File: config.mk
export PLATFORM = sky130hd
export DESIGN_NAME = uart_tx_feeder
export DESIGN_NICKNAME = d
export VERILOG_FILES = /design/src/rtl/uart_pkg.sv /design/src/rtl/uart_sync_fifo.sv /design/src/rtl/uart_tx_feeder.sv
export SDC_FILE = /design/constraint.sdc
export NUM_CORES = 1
export LEC_CHECK = 0
export ABC_CLOCK_PERIOD_IN_PS = 2960
export BUFFER_PORTS_ARGS = -buffer_cell sky130_fd_sc_hd__buf_2
export CORE_AREA = 2 2 125 127
export CTS_CLUSTER_DIAMETER = 60
export DETAILED_ROUTE_END_ITERATION = 8
export DIE_AREA = 0 0 127 129
export PLACE_DENSITY = 0.71
export SETUP_SLACK_MARGIN = 0.15
export SYNTH_ARGS = -nofsm -noshare
export SYNTH_HDL_FRONTEND = slang
export SYNTH_SLANG_ARGS = --single-unit
File: constraint.sdc
create_clock -name Clk_In -period 2.96 [get_ports Clk_In]
set_clock_uncertainty 0.05 [all_clocks]
set_input_delay 0.148 -clock Clk_In [delete_from_list [all_inputs] [get_ports Clk_In]]
set_output_delay 0.148 -clock Clk_In [all_outputs]
set_load 0.05 [all_outputs]
File: src/rtl/uart_pkg.sv
// rtl/uart_pkg.sv - shared types and helpers for the UART transmit feeder
package uart_pkg;

  localparam logic [2:0] DATA_BITS_5 = 3'd0;
  localparam logic [2:0] DATA_BITS_6 = 3'd1;
  localparam logic [2:0] DATA_BITS_7 = 3'd2;
  localparam logic [2:0] DATA_BITS_8 = 3'd3;
  localparam logic [2:0] DATA_BITS_9 = 3'd4;

  typedef enum logic [1:0] {IDLE, LAUNCH, WAIT_DONE} feeder_state_t;

  // Keeps the low 5+N bits; codes above DATA_BITS_9 saturate to a 9-bit frame.
  function automatic logic [31:0] data_mask(input logic [2:0] bits);
    logic [2:0] n;
    n = (bits > DATA_BITS_9) ? DATA_BITS_9 : bits;
    data_mask = (32'd1 << (32'd5 + 32'(n))) - 32'd1;
  endfunction

endpackage

File: src/rtl/uart_sync_fifo.sv
// rtl/uart_sync_fifo.sv - single-clock word FIFO with flush, registered status and overflow pulse
module uart_sync_fifo #(
  parameter int DATA_WIDTH = 9,
  parameter int DEPTH      = 16
) (
  input  logic                    clk,
  input  logic                    rst,
  input  logic                    i_push,
  input  logic [DATA_WIDTH-1:0]   i_data,
  input  logic                    i_pop,
  input  logic                    i_flush,
  output logic [DATA_WIDTH-1:0]   o_head,
  output logic                    o_full,
  output logic                    o_empty,
  output logic [$clog2(DEPTH):0]  o_count,
  output logic                    o_overflow
);

  localparam int AW = $clog2(DEPTH);

  logic [DATA_WIDTH-1:0] r_mem [DEPTH];
  logic [AW-1:0]         r_wr_ptr;
  logic [AW-1:0]         r_rd_ptr;
  logic [AW:0]           r_count;
  logic                  r_full;
  logic                  r_empty;
  logic                  r_overflow;
  logic                  w_push_ok;
  logic                  w_pop_ok;
  logic [AW:0]           w_count_nxt;

  assign w_push_ok = i_push & ~r_full & ~i_flush;
  assign w_pop_ok  = i_pop & ~r_empty;

  always_comb begin
    w_count_nxt = r_count;
    if (i_flush) begin
      w_count_nxt = '0;
    end else begin
      case ({w_push_ok, w_pop_ok})
        2'b10:   w_count_nxt = r_count + 1'b1;
        2'b01:   w_count_nxt = r_count - 1'b1;
        default: w_count_nxt = r_count;
      endcase
    end
  end

  always_ff @(posedge clk or posedge rst) begin
    if (rst) begin
      r_wr_ptr   <= '0;
      r_rd_ptr   <= '0;
      r_count    <= '0;
      r_full     <= 1'b0;
      r_empty    <= 1'b1;
      r_overflow <= 1'b0;
    end else begin
      r_count    <= w_count_nxt;
      r_full     <= (w_count_nxt == (AW+1)'(DEPTH));
      r_empty    <= (w_count_nxt == '0);
      // Fullness is judged on the registered flag, so a same-cycle pop cannot rescue the push.
      r_overflow <= i_push & r_full & ~i_flush;
      if (i_flush) begin
        r_wr_ptr <= '0;
        r_rd_ptr <= '0;
      end else begin
        if (w_push_ok) r_wr_ptr <= r_wr_ptr + 1'b1;
        if (w_pop_ok)  r_rd_ptr <= r_rd_ptr + 1'b1;
      end
    end
  end

  always_ff @(posedge clk) begin
    if (w_push_ok) r_mem[r_wr_ptr] <= i_data;
  end

  assign o_head     = r_mem[r_rd_ptr];
  assign o_full     = r_full;
  assign o_empty    = r_empty;
  assign o_count    = r_count;
  assign o_overflow = r_overflow;

endmodule

File: src/rtl/uart_tx_feeder.sv
// rtl/uart_tx_feeder.sv - buffers host words and launches them one at a time into a UART transmitter
module uart_tx_feeder
  import uart_pkg::*;
#(
  parameter int DATA_WIDTH    = 9,
  parameter int DEPTH         = 16,
  parameter int START_TIMEOUT = 65535
) (
  input  logic                    Clk_In,
  input  logic                    Reset_In,
  input  logic                    Wr_En_In,
  input  logic [DATA_WIDTH-1:0]   Wr_Data_In,
  input  logic                    Flush_In,
  input  logic [2:0]              Num_Data_Bits_In,
  input  logic                    UART_TX_Busy_In,
  output logic                    UART_Start_Signal_Out,
  output logic [DATA_WIDTH-1:0]   UART_Data_Out,
  output logic                    Full_Out,
  output logic                    Empty_Out,
  output logic [$clog2(DEPTH):0]  Count_Out,
  output logic                    Feeder_Busy_Out,
  output logic                    Overflow_Out,
  output logic                    Timeout_Out
);

  localparam logic [15:0] TMO_LAST = 16'(START_TIMEOUT - 1);

  feeder_state_t         r_state;
  logic                  r_start;
  logic [DATA_WIDTH-1:0] r_data;
  logic [15:0]           r_tcnt;
  logic                  r_timeout;
  logic                  r_fbusy;
  logic [DATA_WIDTH-1:0] w_head;
  logic [DATA_WIDTH-1:0] w_mask;
  logic                  w_empty;
  logic                  w_pop;

  assign w_mask = DATA_WIDTH'(data_mask(Num_Data_Bits_In));
  assign w_pop  = (r_state == IDLE) & ~w_empty & ~UART_TX_Busy_In;

  uart_sync_fifo #(
    .DATA_WIDTH (DATA_WIDTH),
    .DEPTH      (DEPTH)
  ) u_fifo (
    .clk        (Clk_In),
    .rst        (Reset_In),
    .i_push     (Wr_En_In),
    .i_data     (Wr_Data_In),
    .i_pop      (w_pop),
    .i_flush    (Flush_In),
    .o_head     (w_head),
    .o_full     (Full_Out),
    .o_empty    (w_empty),
    .o_count    (Count_Out),
    .o_overflow (Overflow_Out)
  );

  always_ff @(posedge Clk_In or posedge Reset_In) begin
    if (Reset_In) begin
      r_state   <= IDLE;
      r_start   <= 1'b0;
      r_data    <= '0;
      r_tcnt    <= '0;
      r_timeout <= 1'b0;
      r_fbusy   <= 1'b0;
    end else begin
      r_timeout <= 1'b0;
      case (r_state)
        IDLE: begin
          if (w_pop) begin
            r_data  <= w_head & w_mask;
            r_tcnt  <= '0;
            r_start <= 1'b1;
            r_fbusy <= 1'b1;
            r_state <= LAUNCH;
          end
        end
        LAUNCH: begin
          if (UART_TX_Busy_In) begin
            r_start <= 1'b0;
            r_state <= WAIT_DONE;
          end else if (r_tcnt == TMO_LAST) begin
            // UART never acknowledged: drop the word rather than stall the queue.
            r_start   <= 1'b0;
            r_timeout <= 1'b1;
            r_fbusy   <= 1'b0;
            r_state   <= IDLE;
          end else begin
            r_tcnt <= r_tcnt + 1'b1;
          end
        end
        WAIT_DONE: begin
          if (!UART_TX_Busy_In) begin
            r_fbusy <= 1'b0;
            r_state <= IDLE;
          end
        end
        default: begin
          r_start <= 1'b0;
          r_fbusy <= 1'b0;
          r_state <= IDLE;
        end
      endcase
    end
  end

  assign UART_Start_Signal_Out = r_start;
  assign UART_Data_Out         = r_data;
  assign Empty_Out             = w_empty;
  assign Feeder_Busy_Out       = r_fbusy;
  assign Timeout_Out           = r_timeout;

endmodule

---- Word-level counts from Yosys, hierarchy flattened ----
Memory sizes are Yosys's and may differ from the RTL's.
Index checks and enable logic that the tools add are counted.
word-level totals
  bits of input ports ..................... 17
  memories ................................ 1
  memory bits (writable) .................. 144
  register bits ........................... 46
cells by class
  add/subtract/negate cells ............... 7
  shifts and indexed selects .............. 1
  reduce and logical (&&, ||, !) cells .... 10
  bitwise logic cells ..................... 13
  $lt $le $gt $ge ......................... 1
  eq/ne operators ......................... 12
  muxes and demuxes ....................... 28
memories
  name          depth  width  read ports  clocked after memory_dff  wr ports  line                  source
  u_fifo.r_mem  16     9      1           0                         1         uart_sync_fifo.sv:21  logic [DATA_WIDTH-1:0] r_mem [DEPTH];
operator list
  cell                   count
  $mux 16                3
  $pmux 16 s2            1
  $add 16x1->16 const B  1
  $eq 16x16->1 const B   1
  $mux 4                 4
  $mux 1                 10
  $pmux 5 s2             1
  $and 9x9->9            1
  $shl 1x4->9 const A    1
  $sub 9x1->9 const B    1
  $add 4x1->4 const B    2
  $mux 2                 4
  $ne 2x2->1 const B     4
  $reduce_and 4->1       2
  $and 1x1->1            7
  $pmux 1 s3             2
  $pmux 2 s3             1
  $reduce_and 3->1       2
  $reduce_bool 2->1      3
  $add 5x1->5 const B    1
  $eq 5x5->1 const B     1
  $logic_not 5->1        1
  $mux 5                 1
  $not 1->1              5
  other kinds (10)       12

---- Longest topological paths before layout ----
  depth after elaboration ................. 8
  mapped depth ............................ 11
  gate-level depth less buffers ........... 9

---- Hierarchy ----
Synthesis repeated with hierarchy kept, for this count alone.
second synthesis, totals
  cells, all modules ...................... 479
  area total of the unflattened synthesis .. 8030.2 um^2
modules (own cells, without submodules)
  module          area an instance (um^2)  cells each  times used
  uart_sync_fifo  6490.0                   323         1
  uart_tx_feeder  1540.2                   156         1

---- Worst setup path before layout ----
OpenSTA, ideal clock, no wires.
  path kind ............................... register to register
  start ................................... reg u_fifo.r_empty, in the netlist u_fifo.o_empty
  end ..................................... reg u_fifo.r_full, in the netlist u_fifo.o_full
  path buffers ............................ 3
  stages on the path, launching flop included .. 11
  clock period less this slack ............ 3.048 ns
  library setup time ...................... 0.111 ns
  arrival ................................. 2.887 ns
  slack ................................... -0.088 ns
  cell sequence ........................... dfstp_2 or4_4 clkinv_2 buf_6 clkbuf_1 ha_1 clkbuf_1 a2111oi_1 a31oi_2 xor2_1 a2111oi_2
between the ends
  cells in the longest elaborated chain, start to end .. 8
  elaborated cells between the ends (all ways) .. 9
RTL lines
  element                                          line                                        source
  from (decl)                                      uart_sync_fifo.sv:26                        logic r_empty;
  from (signal assigned)                           uart_sync_fifo.sv:59                        r_empty <= (w_count_nxt == '0);
  $not 1->1 (*)                                    uart_sync_fifo.sv:33, uart_tx_feeder.sv:40
  $and 1x1->1 (2 in series)                        uart_tx_feeder.sv:40                        assign w_pop = (r_state == IDLE) & ~w_empty & ~UART_TX_Busy_In;
  $and 1x1->1 (*)                                  uart_sync_fifo.sv:33                        assign w_pop_ok = i_pop & ~r_empty;
  $eq 2x1->1 / $eq 2x2->1 (equally long branches)  uart_sync_fifo.sv:40                        case ({w_push_ok, w_pop_ok})
  $pmux 5 s2 (*)                                   uart_sync_fifo.sv:40
  $mux 5 (*)                                       uart_sync_fifo.sv:37                        if (i_flush) begin
  $eq 5x5->1 (*)                                   uart_sync_fifo.sv:58                        r_full <= (w_count_nxt == (AW+1)'(DEPTH));
  to (signal assigned)                             uart_sync_fifo.sv:58
  to (decl)                                        uart_sync_fifo.sv:25                        logic r_full;
Mark *: on every way between the ends. The rest lies on a longest branch, timed or not.
A chain may end at the register's enable or synchronous reset.

---- Final worst setup path ----
  start ................................... reg r_state[0]
  end ..................................... reg u_fifo.r_full, in the netlist u_fifo.o_full
between the ends
  cells in the longest elaborated chain, start to end .. 8
  elaborated cells between the ends (all ways) .. 9
RTL lines
  element                                          line                  source
  from (decl)                                      uart_tx_feeder.sv:28  feeder_state_t r_state;
  from (signal assigned)                           uart_tx_feeder.sv:61  r_state <= IDLE;
  from (signal assigned)                           uart_tx_feeder.sv:76  r_state <= LAUNCH;
  from (signal assigned)                           uart_tx_feeder.sv:82  r_state <= WAIT_DONE;
  $logic_not 2->1 (*)                              uart_tx_feeder.sv:40
  $and 1x1->1 (*) (2 in series)                    uart_tx_feeder.sv:40
  $and 1x1->1 (*)                                  uart_sync_fifo.sv:33
  $eq 2x1->1 / $eq 2x2->1 (equally long branches)  uart_sync_fifo.sv:40
  $pmux 5 s2 (*)                                   uart_sync_fifo.sv:40
  $mux 5 (*)                                       uart_sync_fifo.sv:37
  $eq 5x5->1 (*)                                   uart_sync_fifo.sv:58
Marks and branches as above.

==> impl_metrics.tcl <==
set metrics [dict create \
    outcome "finished clean" \
    gp_congestion 0.811 \
    cts_made_buffers 17 \
    drt_iter0_drc 414 \
    syn_avg_cell_area_um2 16.0 \
    yosysWarnings 0 \
    clkPwrFrac 0.338 \
    slew_viol_final 0 \
    die_x_um 127 \
    clk_pin_slew_worst_paths_ns 0.07 \
    synth-edff-count 144 \
    worstSkewPairLatency_ns 0.44 \
    tightest_slew_ns 0.940 \
    grt_pass1_wl_um 24900 \
    final_cell_mix "144 x edfxtp_1, 42 x dfrtp_1, 36 x nor2_1, 36 x mux4_2, 36 x buf_2" \
    crit_chain "or4_4 > nor2_4 > xor2_1 > ha_1 > a21o_1 > and3_1 > or3_1 > o211ai_1 > a2111oi_2" \
    synth_async_sr_flop_share 0.242 \
    gr-usage-all-layers 0.206 \
    wirelength_um 15700 \
    slew_headroom 0.372 \
    max_freq_mhz 372 \
    drt_first_pass_iters 4 \
    num_rows 45 \
    critPathCaptureType "register" \
    grt_max_degree 47 \
    power_mw 6.75 \
    synth.distinct_cells 56 \
    areaGrowthSynthToFinish_pct 13.1 \
    place_ws_ns 0.221 \
    clock_tree.buffer_depth 2 \
    avgViaCountPerCell 5.88 \
    critPathSlowestCell "or4_4" \
    pwr-share-comb 0.191 \
    grt_pass1_vias 4462 \
    slowest_delay_ns 0.61 \
    rsz0062_at_grt "no" \
    coreArea_um2 15000 \
    pwr-share-seq 0.472 \
    die_y_um 129 \
    start_util 0.538 \
    crit_type "reg2reg" \
    netlist_area_um2 8060 \
    hold_path_class "in2reg" \
    drive_gt1_frac 0.242 \
    overflow 0 \
    internal-power_mw 4.75 \
    placed_area_um2 8450 \
    power_density_nw_per_um2 741 \
    die-area_um2 16400 \
    cp.required_ns 3.22 \
    hold_viol_final 0 \
    nets 581 \
    ys_seq_area_frac 0.680 \
    period_share 0.907 \
    io_buffers 36 \
    layout_commonest_cell "edfxtp_1" \
    io_pins 37 \
    cp_max_fo 6 \
    diodes 0 \
    cts_tree "built" \
    start_kind "register" \
    detail-route-antenna-nets 0 \
    finalSetupViolations 0 \
    antenna_found_initial 0 \
    ir_drop_mv 0.552 \
    crit_arrival_ns 2.95 \
    synthFlopType "edfxtp_1" \
    fin_area_um2 9110 \
    vias 4438 \
    switchingPower_mw 2.00 \
    avgRoutedWirePerCell_um 20.7 \
    cts_max_level 4 \
    ys_ff_latch 190 \
    fin_crit_ns 2.69 \
    cts_root_buf "clkbuf_16" \
    drc 0 \
    dp_hpwl_um 9830 \
    clock_sinks 190 \
    maxCapViolations 0 \
    synthCells 504 \
    setup_ws_ns 0.274 \
    tns_ns 0 \
    p_leak_nw 3.23 \
    swShare 0.296 \
]
-- Yosys cell counts, drive strengths merged (6+ instances only) --
cell type    n  area, um^2
inv         10        37.5
ha          10         125
nor2        37         146
xor2         9        78.8
and2        20         125
o21ai       12        60.1
a21oi       14        70.1
edfxtp     144        4320
nand3       11        60.1
buf         13        78.8
nand2       26        97.6
clkbuf      10        37.5
nand4        6        37.5
dfrtp       45        1130
mux2i        7        70.1
xnor2       17         149
mux4        36         811
-- sequential cells by signal, indices dropped and copies added, names as in the netlist, 2 cells and up --
name and count:
UART_Data_Out 9, u_fifo.o_count 5, u_fifo.r_rd_ptr 4, r_tcnt 16, r_state 2, u_fifo.r_mem 144, u_fifo.r_wr_ptr 4
-- power groups by stage --
stage | registers (mW) | logic [mW] | clock network (mW)
final | 3.18 | 1.29 | 2.28
after global routing | 3.21 | 1.39 | 2.42
after CTS | 3.20 | 1.25 | 2.30
after detailed placement | 3.25 | 1.24 | 0
after global placement | 3.24 | 1.22 | 0
after floorplan | 3.48 | 0.681 | 0
-- layout make-up --
| class | count | area, um^2 |
|---|---|---|
| fill | 1091 | 5870 |
| multi-input combinational | 281 | 2440 |
| inverter | 11 | 42.5 |
| clock buffer | 19 | 433 |
| timing repair buffer | 53 | 330 |
| clock inverter | 13 | 154 |
| sequential | 190 | 5480 |
| tap | 188 | 235 |
-- repair_timing --
item	CTS	global route
endpoints found under the hold margin	49	0
resized for setup	0	2
hold buffers	4	0
buffers inserted	0	4
setup endpoints to repair	0	2
-- per-stage QoR --
stage	std cells	utilization	hold WS (ns)
final	755	0.608	0.00778
after global routing	755	0.608	0.0246
after CTS	751	0.606	0.00621
after detailed placement	715	0.564	0.376
after global placement	715	0.564	0.357
after floorplan	505	-	0.197
-- layer usage --
| layer | share of wire | routed length [um] | GRT usage | vias to the layer above |
|---|---|---|---|---|
| met5 | 0 | 0 | 0 | - |
| met4 | 0.0069 | 108 | 0.0543 | 0 |
| met3 | 0.067 | 1050 | 0.0491 | 11 |
| met2 | 0.50 | 7780 | 0.336 | 144 |
| met1 | 0.43 | 6710 | 0.285 | 2242 |
| li1 | - | - | - | 2041 |
-- worst max-delay path: cells and delay by family, from the launching register on --
kind                     cells  cell delay [ns]
AND/OR/NAND/NOR              4             1.27
AO/OA/AOI/OAI                3             0.52
flip-flops                   1             0.42
adder cells (fa/ha/maj)      1             0.22
XOR/XNOR                     1             0.07
-- path summary, 6_finish.rpt --
kind	to	cells after the start	from	slack [ns]
worst max-delay path	u_fifo.o_full$_DFF_PP0_	9	r_state[0]$_DFFE_PP0P_	0.27
worst min-delay path	UART_Data_Out[5]$_DFFE_PP0P_	3	Num_Data_Bits_In[1]	0.008
worst max register to register	u_fifo.o_full$_DFF_PP0_	9	r_state[0]$_DFFE_PP0P_	0.27
worst min register to register	UART_Data_Out[7]$_DFFE_PP0P_	2	UART_Data_Out[7]$_DFFE_PP0P_	0.43
max in group asynchronous	u_fifo.r_rd_ptr[0]$_DFFE_PP0P_	3	Reset_In	1.78
min in group asynchronous	u_fifo.o_count[2]$_DFF_PP0_	3	Reset_In	0.42
-- cells by family after synthesis --
| kind of cell | Yosys count | synth area share |
|---|---|---|
| compound gates | 63 | 0.0545 |
| xor+xnor | 26 | 0.0283 |
| fa+ha+maj | 10 | 0.0155 |
| buf+inv | 34 | 0.0197 |
| flops | 190 | 0.680 |
| mux | 48 | 0.116 |
| other cells | 1 | 0.000465 |
| simple gates | 132 | 0.0854 |
No activity file was read; power rests on OpenSTA's default activity.
